<file path="src/rtl/i2c_txn_arbiter.sv">
// i2c_txn_arbiter: round-robin two-port I2C register-access sequencer for the byte-level SERDES driver
module i2c_txn_arbiter #(
  parameter int TIMEOUT_CYCLES = 200000
) (
  input  logic        clk_i,
  input  logic        reset_i,
  input  logic [1:0]  req_i,
  input  logic [1:0]  req_rw_i,
  input  logic [1:0]  req_len2_i,
  input  logic [13:0] req_dev_i,
  input  logic [15:0] req_reg_i,
  input  logic [31:0] req_wdata_i,
  output logic [1:0]  grant_o,
  output logic [1:0]  done_o,
  output logic        err_o,
  output logic [15:0] rdata_o,
  output logic        busy_o,
  output logic [2:0]  drv_cmd_o,
  output logic        drv_cmd_valid_o,
  output logic [7:0]  drv_tx_byte_o,
  input  logic        drv_done_i,
  input  logic [7:0]  drv_rx_byte_i,
  input  logic        drv_nack_i
);
  localparam logic [2:0] C_START   = 3'd1;
  localparam logic [2:0] C_WRITE   = 3'd2;
  localparam logic [2:0] C_RACK    = 3'd3;
  localparam logic [2:0] C_RNACK   = 3'd4;
  localparam logic [2:0] C_STOP    = 3'd5;
  localparam logic [2:0] C_RESTART = 3'd6;
  localparam logic [17:0] TMO = 18'(TIMEOUT_CYCLES);
  typedef enum logic [2:0] {IDLE, ISSUE, WAIT, ABORT, RESP} state_t;
  state_t      state_q;
  logic [2:0]  step_q;
  logic        rw_q, len2_q, err_f_q, last_q;
  logic [6:0]  dev_q;
  logic [7:0]  reg_q, tx_q, tx_d;
  logic [15:0] wd_q, rd_q, rdata_q;
  logic [17:0] cnt_q, cnt_d;
  logic [1:0]  grant_q, done_q;
  logic        err_q, busy_q, valid_q;
  logic [2:0]  cmd_q, cmd_d;
  logic        sel;
  // Port 1 wins when it is the only requester or when port 0 was served last.
  assign sel   = req_i[1] & (~req_i[0] | ~last_q);
  assign cnt_d = (cnt_q == TMO) ? cnt_q : cnt_q + 18'd1;
  assign grant_o         = grant_q;
  assign done_o          = done_q;
  assign err_o           = err_q;
  assign rdata_o         = rdata_q;
  assign busy_o          = busy_q;
  assign drv_cmd_o       = cmd_q;
  assign drv_cmd_valid_o = valid_q;
  assign drv_tx_byte_o   = tx_q;
  // Command and byte for the current step; steps past the end of a sequence map to STOP.
  always_comb begin
    cmd_d = C_STOP;
    tx_d  = 8'h00;
    case (step_q)
      3'd0: cmd_d = C_START;
      3'd1: begin cmd_d = C_WRITE; tx_d = {dev_q, 1'b0}; end
      3'd2: begin cmd_d = C_WRITE; tx_d = reg_q; end
      3'd3: if (rw_q) cmd_d = C_RESTART; else begin cmd_d = C_WRITE; tx_d = len2_q ? wd_q[15:8] : wd_q[7:0]; end
      3'd4: if (rw_q) begin cmd_d = C_WRITE; tx_d = {dev_q, 1'b1}; end else if (len2_q) begin cmd_d = C_WRITE; tx_d = wd_q[7:0]; end
      3'd5: if (rw_q) cmd_d = len2_q ? C_RACK : C_RNACK;
      3'd6: if (rw_q && len2_q) cmd_d = C_RNACK;
      default: ;
    endcase
  end
  // Transaction FSM: grant, issue one command per driver completion, abort with STOP on NACK or timeout.
  always_ff @(posedge clk_i) begin
    if (reset_i) begin
      state_q <= IDLE;
      step_q  <= 3'd0;
      rw_q    <= 1'b0;
      len2_q  <= 1'b0;
      err_f_q <= 1'b0;
      last_q  <= 1'b1;
      dev_q   <= 7'd0;
      reg_q   <= 8'd0;
      wd_q    <= 16'd0;
      rd_q    <= 16'd0;
      cnt_q   <= 18'd0;
      grant_q <= 2'b00;
      done_q  <= 2'b00;
      err_q   <= 1'b0;
      rdata_q <= 16'd0;
      busy_q  <= 1'b0;
      cmd_q   <= 3'd0;
      valid_q <= 1'b0;
      tx_q    <= 8'd0;
    end else begin
      valid_q <= 1'b0;
      done_q  <= 2'b00;
      case (state_q)
        IDLE: if (|req_i && done_q == 2'b00) begin
          grant_q <= sel ? 2'b10 : 2'b01;
          busy_q  <= 1'b1;
          rw_q    <= req_rw_i[sel];
          len2_q  <= req_len2_i[sel];
          dev_q   <= sel ? req_dev_i[13:7] : req_dev_i[6:0];
          reg_q   <= sel ? req_reg_i[15:8] : req_reg_i[7:0];
          wd_q    <= sel ? req_wdata_i[31:16] : req_wdata_i[15:0];
          step_q  <= 3'd0;
          err_f_q <= 1'b0;
          rd_q    <= 16'd0;
          state_q <= ISSUE;
        end
        ISSUE: begin
          cmd_q   <= cmd_d;
          tx_q    <= tx_d;
          valid_q <= 1'b1;
          cnt_q   <= 18'd0;
          state_q <= WAIT;
        end
        WAIT: if (drv_done_i && cmd_q == C_STOP) state_q <= RESP;
        else if ((drv_done_i && cmd_q == C_WRITE && drv_nack_i) || (!drv_done_i && cnt_q == TMO)) begin
          err_f_q <= 1'b1;
          cmd_q   <= C_STOP;
          tx_q    <= 8'h00;
          valid_q <= 1'b1;
          cnt_q   <= 18'd0;
          state_q <= ABORT;
        end else if (drv_done_i) begin
          if (cmd_q == C_RACK || cmd_q == C_RNACK) rd_q <= len2_q ? {rd_q[7:0], drv_rx_byte_i} : {8'h00, drv_rx_byte_i};
          step_q  <= step_q + 3'd1;
          state_q <= ISSUE;
        end else cnt_q <= cnt_d;
        ABORT: if (drv_done_i || cnt_q == TMO) state_q <= RESP; else cnt_q <= cnt_d;
        RESP: begin
          done_q  <= grant_q;
          err_q   <= err_f_q;
          if (rw_q) rdata_q <= rd_q;
          last_q  <= grant_q[1];
          grant_q <= 2'b00;
          busy_q  <= 1'b0;
          state_q <= IDLE;
        end
        default: state_q <= IDLE;
      endcase
    end
  end
endmodule

</file>
<file path="config.mk">
export PLATFORM = sky130hd
export DESIGN_NAME = i2c_txn_arbiter
export DESIGN_NICKNAME = d
export VERILOG_FILES = /design/src/rtl/i2c_txn_arbiter.sv
export SDC_FILE = /design/constraint.sdc
export NUM_CORES = 1
export LEC_CHECK = 0
export BUFFER_PORTS_ARGS = -buffer_cell sky130_fd_sc_hd__buf_2
export CAP_MARGIN = 10
export CELL_PAD_IN_SITES_DETAIL_PLACEMENT = 1
export CELL_PAD_IN_SITES_GLOBAL_PLACEMENT = 1
export CORE_MARGIN = 1
export CORE_UTILIZATION = 44
export CTS_CLUSTER_SIZE = 8
export DETAILED_ROUTE_END_ITERATION = 12
export PLACE_DENSITY_LB_ADDON = 0.1
export RECOVER_POWER = 25
export SETUP_SLACK_MARGIN = 0.2
export SYNTH_ARGS = -nofsm -noshare
export SYNTH_HDL_FRONTEND = slang
export SYNTH_SLANG_ARGS = --single-unit
</file>
<file path="constraint.sdc">
create_clock -name clk_i -period 5.1 [get_ports clk_i]
set_clock_uncertainty 0.2 [all_clocks]
set_input_delay 1.275 -clock clk_i [delete_from_list [all_inputs] [get_ports clk_i]]
set_output_delay 1.275 -clock clk_i [all_outputs]
set_load 0.01 [all_outputs]
</file>
; ---- Yosys cells after proc, flatten, opt, wreduce, memory -nomap -nowiden
; Cells that the tools add are included.
[op_classes]
magnitude_cmp = 1
add_sub_neg = 2
mux = 61
reduce_logical = 29
n_eq_ne = 25
mul = 0
shift = 0
n_div = 0
bitwise = 5
[ops]
columns = operator, n
row1 = $mux W16, 7
row2 = $mux W18, 5
row3 = $mux W8, 7
row4 = $pmux W18 S3, 1
row5 = $mux W3, 16
row6 = $pmux W16 S2, 1
row7 = $pmux W8 S4, 1
row8 = $add A18 B1 Y18 const B, 1
row9 = $eq A18 B18 Y1 const B, 1
row10 = $eq A3 B2 Y1 const B, 6
row11 = $eq A3 B3 Y1 const B, 6
row12 = $pmux W3 S6, 1
row13 = $ne A2 B2 Y1 const B, 8
row14 = $pmux W8 S2, 1
row15 = $pmux W3 S2, 2
row16 = $pmux W3 S4, 1
row17 = $mux W1, 11
row18 = $reduce_and A4 Y1, 2
row19 = $mux W7, 1
row20 = $eq A3 B1 Y1 const B, 2
row21 = $logic_and A1 B1 Y1, 6
row22 = $logic_not A3 Y1, 2
row23 = $pmux W1 S2, 3
row24 = $reduce_and A2 Y1, 3
row25 = 18 further kinds, 28
[totals]
output_inout_bits = 34
latchBits = 0
regBits = 109
mem_count = 0
wordCells = 142
romBits = 0
input_bits = 80
ramBits = 0

; ---- Longest topological paths before layout
; Gate-level depths: netlist of the first run.
[logic_depth]
word_depth = 7
depth_mapped = 8
ltp_nobuf = 7

; ---- Least setup slack after synthesis of the first run
; OpenSTA, ideal clock, no wires.
[synth_path]
kind = input to register
from = input port drv_done_i
to = register cnt_q[2]
path_stages = 6
path_buffers = 1
setup_ns = 0.086
t_arrival_ns = 2.758
required_time_ns = 4.814
setup_slack_ns = 2.056
cell_sequence = clkbuf_1 -> inv_1 -> a221oi_1 -> a211oi_1 -> a21bo_1 -> a211oi_1
[synth_via]
elab_chain_len = 6
word_cells_on_any_way = 14
classes_between = 3 x eq/ne / 3 x mux / 8 x reduce/logical
[synth_rtl]
columns = item, line_no
row1 = "start, declared", 21  ; input logic drv_done_i,
row2 = $logic_and A1 B1 Y1 / $logic_not A1 Y1 (equally long branches), 117  ; else if ((drv_done_i && cmd_q == C_WRITE && drv_nack_i) || (!drv_done_i && cnt_q == TMO)) begin
row3 = $logic_and A1 B1 Y1, 117
row4 = $logic_or A1 B1 Y1, 117
row5 = $mux W18, 117
row6 = $mux W18, 116  ; WAIT: if (drv_done_i && cmd_q == C_STOP) state_q <= RESP;
row7 = $pmux W18 S3, 95  ; case (state_q)
row8 = "end signal, assigned", 128  ; end else cnt_q <= cnt_d;
row9 = "end, declared", 39  ; logic [17:0] cnt_q, cnt_d;
; Several ways; a longest one is shown, not always the timed one. The select of a mux whose other input is x is not followed.
; A chain may end at the register's enable or synchronous reset.

; ---- Worst setup path in the final report of the first run
[layout_path]
from = input port req_i[0]
to = register reg_q[7]
[layout_via]
elab_chain_len = 4
word_cells_on_any_way = 7
classes_between = 1 x mux / 3 x bitwise / 3 x reduce/logical
[layout_rtl]
columns = item, line_no
row1 = "start, declared", 7  ; input logic [1:0] req_i,
row2 = $not A1 Y1, 45  ; assign sel = req_i[1] & (~req_i[0] | ~last_q);
row3 = $or A1 B1 Y1, 45
row4 = $and A1 B1 Y1, 45
row5 = $mux W8, 102  ; reg_q <= sel ? req_reg_i[15:8] : req_reg_i[7:0];
row6 = "end signal, assigned", 102
row7 = "end, declared", 37  ; logic [7:0] reg_q, tx_q, tx_d;
; Several ways; a longest one is shown, not always the timed one.

==> metrics.csv, run 1 <==
metric,value,unit
sequential group share of total power,0.491,
net count of the finished layout,775,
initial standard-cell utilization of the core,0.457,
total track usage,0.244,
DRT Wirelength,14500,um
Overflow after GRT,0,
number of instances resized during post-cts repair,0,
overall die height,112,um
"arithmetic-cell share of the synthesized area counting full adders, half adders and majority gates",0.0166,
number of enable-type register cells in the synthesized netlist,0,
failing checks,DRC,
critical path launch point type,input port,
finished layout cell area,6160,um^2
Gate Count Post-Synth,604,
asr flop ratio synth,0,
P_sw,575,uW
cell types with the largest area share after synthesis,"dfxtp_1 (41%), mux2i_1 (7.6%), a211oi_1 (5.4%)",
total buffers and inverters traversed by the critical path,2,
worst path cell trace,buf_2 -> o21ai_0 -> nor2_4 -> buf_4 -> nor2_1 -> a211oi_1,
clock-pin transition on the worst setup and hold timing paths,90,ps
post-synthesis cell type count,68,
average cell area after synthesis,8.75,um^2
share of final-layout standard cells stronger than drive strength 1,0.177,
register area share after synthesis,0.413,
clock latency reported for the late side of the worst-skew pair,360,ps
fraction of synthesized cell area taken by the top area cell type,0.413,
Max-Slew Margin vs Limit,0.313,
Leak,0.00219,uW
flip-flop cell with the highest count after synthesis,dfxtp_1,
cell type with the largest total area after synthesis,dfxtp_1,
number of search-and-repair iterations in the first detailed-routing pass,9,
# Post-CTS Setup Buffers,0,
number of slew-limit violations in the final report,0,
RD Place Congestion,0.821,
"FF+latch count, synth",109,
Site Rows,39,
clock tree from TritonCTS,built,
crit path capture type,register,
Comb power frac,0.140,
Clock Power Share,0.369,
half-perimeter wire length after detailed placement,10400,um
post-synthesis to final-layout area growth,16.4,%
worst voltage drop across the vdd grid,0.182,mV
total negative slack for setup checks,0,ps
summed instance area of the synthesized netlist,5290,um^2
design internal power,1360,uW
Synth Warn #,0,
Horiz. Die Dim,112,um
TritonCTS sink count,109,
final setup violation count,0,
placed cell area,5880,um^2
data arrival time at the worst-slack endpoint,3100,ps
clock root buffer master,clkbuf_16,
Setup CP Type,in2reg,
maximum clock frequency,329,MHz
wire length of the first global-routing pass,24400,um
Clock Tree Buf Depth,2,
core area,11600,um^2
share of the clock period used by the worst path after layout,0.595,
via count of the first global-routing pass,4929,
"Net Count, Synth",691,
unrepaired setup endpoints after global routing,no,
FILL cells,1397,
pin count of the biggest net entering global routing,59,
initial antenna violation count,0,
slowest stage cell on the critical path,nor2_4,
transition time at the pin with the least slew margin,1030,ps
number of hold violations in the final report,0,
multiplexer area fraction after synthesis,0.0779,
post-route antenna net violation count,0,
average routed wire per standard cell,17.4,um
main combinational cell family by area after synthesis,compound AO/OA/AOI/OAI gates,
path type of the worst min-delay path,reg2reg,
xor and xnor fraction of the mapped netlist area,0.00828,
number of buffers added to fix hold violations after cts,0,
deepest level of the CTS H-tree,3,
critical path peak fanout,45,
Critical Path RT,5170,ps
Crit path max-delay family,simple AND/OR/NAND/NOR gates,
Post-Place Setup Slack,1510,ps
Global Route met2 Usage,0.428,
run status,"finished, violations left",
layer with the highest usage,met2,
area share of and/or/nand/nor cells after synthesis,0.199,
fin crit period,3040,ps
"synthesized-area fraction occupied by ao, oa, aoi and oai cells",0.235,
largest incremental delay on the critical path,760,ps
switching share of total power,0.298,
post-layout worst setup margin,2060,ps
ANT cells,0,
most numerous cell in the Yosys netlist,dfxtp_1,
via density per instance,5.81,
met1 Resource Use GR,0.303,
overall via count from detail_route,4855,
io pins,114,
power per cell area,314,nW/um^2
tightest hold margin,255,ps
violation count after the first detailed-route iteration,262,
maxcap violations,0,
ranking of synthesized cells by instance count,"dfxtp_1 (109), nand2_1 (61), nor2_1 (46)",
count of buffers inserted at the top-level ports,113,
met3 GRT Util,0.0338,
die area,12500,um^2
DRC Markers,6,
CTS buffer count,9,
## worst register-to-register path, stage by stage (launching register included)
cell and delay, ps:
dfxtp_1 550, nor3b_2 840, nand3_1 320, a211oi_2 480
buf_6 240, nand3_1 100, a21oi_1 220
## sequential cells by signal, indices dropped and copies added (netlist names), 2 cells and up
| name | count |
|---|---|
| cnt_q | 18 |
| dev_q | 7 |
| done_o | 2 |
| drv_cmd_o | 3 |
| drv_tx_byte_o | 8 |
| grant_o | 2 |
| rd_q | 16 |
| rdata_o | 16 |
| reg_q | 8 |
| state_q | 3 |
| step_q | 3 |
| wd_q | 16 |
## cell usage in the layout, fill, tap and decap left out, drive strengths merged, types with 9 or more instances in the layout
cell and count:
a21oi 36, mux2i 40, and3 9, inv 24, a211oi 47, clkbuf 43
buf 83, nand2 61, dfxtp 109, nor3 12, nor2 46, nand3 29
o21ai 26
## through the flow
step | power [uW] | util | instances
floorplan | 1150 | - | 604
global placement | 1220 | 0.509 | 819
detailed placement | 1240 | 0.509 | 819
CTS | 1940 | 0.535 | 835
global route | 2020 | 0.532 | 836
finish | 1930 | 0.532 | 836
## path summary, 6_finish.rpt
check                  start    endpoint  slack (ps)  depth (start not counted)
setup / recovery    req_i[0]    reg_q[7]        2060                          6
hold / removal    rdata_o[8]  rdata_o[8]         250                          2
setup reg to reg  state_q[1]     rd_q[4]        2090                          6
hold reg to reg   rdata_o[8]  rdata_o[8]         250                          2
## layout make-up
class | instances | area, um^2 | area share
Sequential cell | 109 | 2180 | 0.354
Multi-Input combinational cell | 430 | 2860 | 0.464
Tap cell | 143 | 179 | 0.0291
Inverter | 21 | 78.8 | 0.0128
Timing Repair Buffer | 117 | 557 | 0.0904
Clock inverter | 7 | 78.8 | 0.0128
Clock buffer | 9 | 225 | 0.0366
## metal layers
layer / share of wire / wire length [um] / vias up
li1: - / - / 2399
met1: 0.45 / 6550 / 2329
met2: 0.50 / 7210 / 107
met3: 0.034 / 495 / 20
met4: 0.018 / 266 / 0
met5: 0 / 0 / -
## power by group through the flow
stage          Clock (uW)  Sequential [uW]  Combinational (uW)
6_report              712              947                 270
3_3_place_gp            0              964                 257
5_1_grt               760              954                 304
4_1_cts               724              947                 270
3_5_place_dp            0              966                 269
2_1_floorplan           0              946                 201
## logic make-up (layout without fill, tap and decap cells)
logic type                 count (synthesis)  count (layout)
and+or+nand+nor                          207             207
AOI/OAI and AO/OA                        170             170
DFF                                      109             109
buffers and inverters                     65             154
muxes                                     41              41
adders and majority gates                  7               7
xor gates and xnor gates                   5               5
Note: power is estimated with default switching activity, not from simulation.
==> run 2: changes to the inputs <==
CORE_UTILIZATION = 41   (was 44)
clock period = 2.8 ns   (was 5.1 ns; I/O delays follow)
==> run 2 against run 1 <==
  * The run now ends clean
  * Largest power group unchanged
  * Highest routed layer unchanged
  * Sequential power increased by 83%
  * Wire length increased by 6.3%
  * Via count increased by 2.3%
  * Global-route usage decreased by 0.63 points
  * Clock power increased by 76%
  * Critical path depth unchanged
  * Worst hold slack improved by 0.89 ps
  * Non-clock buffer count increased by 21
  * Utilization decreased by 2.7 points
  * Worst setup slack got worse by 1700 ps
==> metrics.csv, run 2 (synthesized netlist as in run 1, its figures left out) <==
metric,value,unit
run status,completed,
TritonCTS sink count,109,
RD Place Congestion,0.863,
slowest stage cell on the critical path,or4b_4,
worst voltage drop across the vdd grid,0.259,mV
Setup CP Type,reg2reg,
Overflow after GRT,0,
overall die height,116,um
startpoint of the worst register-to-register path,cnt_q[12],
clock latency reported for the late side of the worst-skew pair,360,ps
Max-Slew Margin vs Limit,0.462,
Critical Path RT,2890,ps
fin crit period,2480,ps
clock root buffer master,clkbuf_16,
data arrival time at the worst-slack endpoint,2560,ps
initial standard-cell utilization of the core,0.419,
placed cell area,6080,um^2
total negative slack for setup checks,0,ps
power per cell area,554,nW/um^2
worst path cell trace,or4b_4 -> or4_4 -> o211ai_4 -> buf_4 -> a22oi_1 -> o22ai_1,
path type of the worst min-delay path,reg2reg,
maximum clock frequency,404,MHz
highest-count cells in the layout ignoring fill and taps,"dfxtp_1 (109), buf_2 (79), nand2_1 (61), nor2_1 (45), mux2i_1 (40)",
post-layout worst setup margin,324,ps
clock tree from TritonCTS,built,
critical path peak fanout,9,
post-synthesis to final-layout area growth,20.7,%
max FFs per register,18,
tightest hold margin,256,ps
FILL cells,1575,
core area,12600,um^2
"commonest non-fill, non-tap cell in the layout",dfxtp_1,
count of buffers inserted at the top-level ports,113,
overall via count from detail_route,4966,
net count of the finished layout,797,
number of hold violations in the final report,0,
pin count of the biggest net entering global routing,47,
transition time at the pin with the least slew margin,806,ps
finished layout cell area,6380,um^2
post-route antenna net violation count,0,
share of final-layout standard cells stronger than drive strength 1,0.201,
die area,13400,um^2
CTS buffer count,9,
final setup violation count,0,
initial antenna violation count,0,
average routed wire per standard cell,17.4,um
Clock Tree Buf Depth,2,
DRC Markers,0,
via count of the first global-routing pass,4810,
Horiz. Die Dim,116,um
Post-Place Setup Slack,127,ps
total track usage,0.238,
Leak,0.00231,uW
crit path capture type,register,
clock-pin transition on the worst setup and hold timing paths,70,ps
Post-Route Utilization,0.505,
io pins,114,
DRT Wirelength,15400,um
via density per instance,5.60,
deepest level of the CTS H-tree,3,
Site Rows,41,
half-perimeter wire length after detailed placement,11100,um
unrepaired setup endpoints after global routing,no,
wire length of the first global-routing pass,24400,um
"Most flops, register",cnt_q,
share of the clock period used by the worst path after layout,0.884,
violation count after the first detailed-route iteration,328,
maxcap violations,0,
Critical path origin,cnt_q[12],
largest incremental delay on the critical path,580,ps
number of slew-limit violations in the final report,0,
critical path launch point type,register,
source of the worst hold timing path,rdata_o[10],
ANT cells,0,
number of search-and-repair iterations in the first detailed-routing pass,4,
## run 2: cell types whose count changed in the layout (fill, tap and decap cells not counted), moves of 2 or more
| cell | delta |
|---|---|
| inv_6 | -3 |
| clkinv_8 | -2 |
| clkbuf_8 | +2 |
| clkbuf_1 | +2 |
| buf_4 | +19 |
| clkinvlp_4 | +2 |
| buf_12 | +2 |
## run 2: stage by stage
| step | cells | total power [uW] |
|---|---|---|
| 6_report | 887 | 3540 |
| 5_1_grt | 887 | 3700 |
| 4_1_cts | 882 | 3550 |
| 3_5_place_dp | 866 | 2290 |
| 3_3_place_gp | 866 | 2270 |
| 2_1_floorplan | 604 | 2090 |
## run 2: path summary, 6_finish.rpt
path	slack [ps]	end	cells after the start
max	320	cnt_q[17]	6
min reg2reg	260	rdata_o[10]	2
max reg2reg	320	cnt_q[17]	6
min	260	rdata_o[10]	2
## run 2: worst max-delay path: cells and delay by family (launching register included)
| family | cells | cell delay, ps |
|---|---|---|
| and+or+nand+nor | 2 | 1070 |
| AOI/OAI and AO/OA | 3 | 590 |
| DFF | 1 | 350 |
| buffers and inverters | 1 | 190 |
## run 2: layer usage
metal  share of wire  up-vias  global-route usage
met3           0.045       23              0.0392
met4           0.026        0               0.108
met2            0.50      124               0.412
li1                -     2431                   -
met5               0        -                   0
met1            0.43     2388               0.289
## run 2: repair_timing
item                                    in CTS  in global routing
gates resized for setup                      0                  4
endpoints found under the setup margin       0                 15
buffers inserted                             0                  4
hold buffers                                 0                  0
## run 2: final cells by class
cell class                 instances  area [um^2]  share of cell area
inverter                          21         78.8              0.0124
tap                              172          215              0.0337
sequential                       109         2180               0.342
multi-input combinational        431         2880               0.452
clock inverter                     4         32.5             0.00510
timing repair buffer             138          732               0.115
clock buffer                      12          256              0.0402
## run 2: where the power goes
part	leakage, uW	total [uW]	switching, uW	internal (uW)
Clock	0.000135	1250	595	656
Sequential	0.000888	1730	90.4	1640
Combinational	0.00129	556	324	232
Total	0.00231	3540	1010	2530
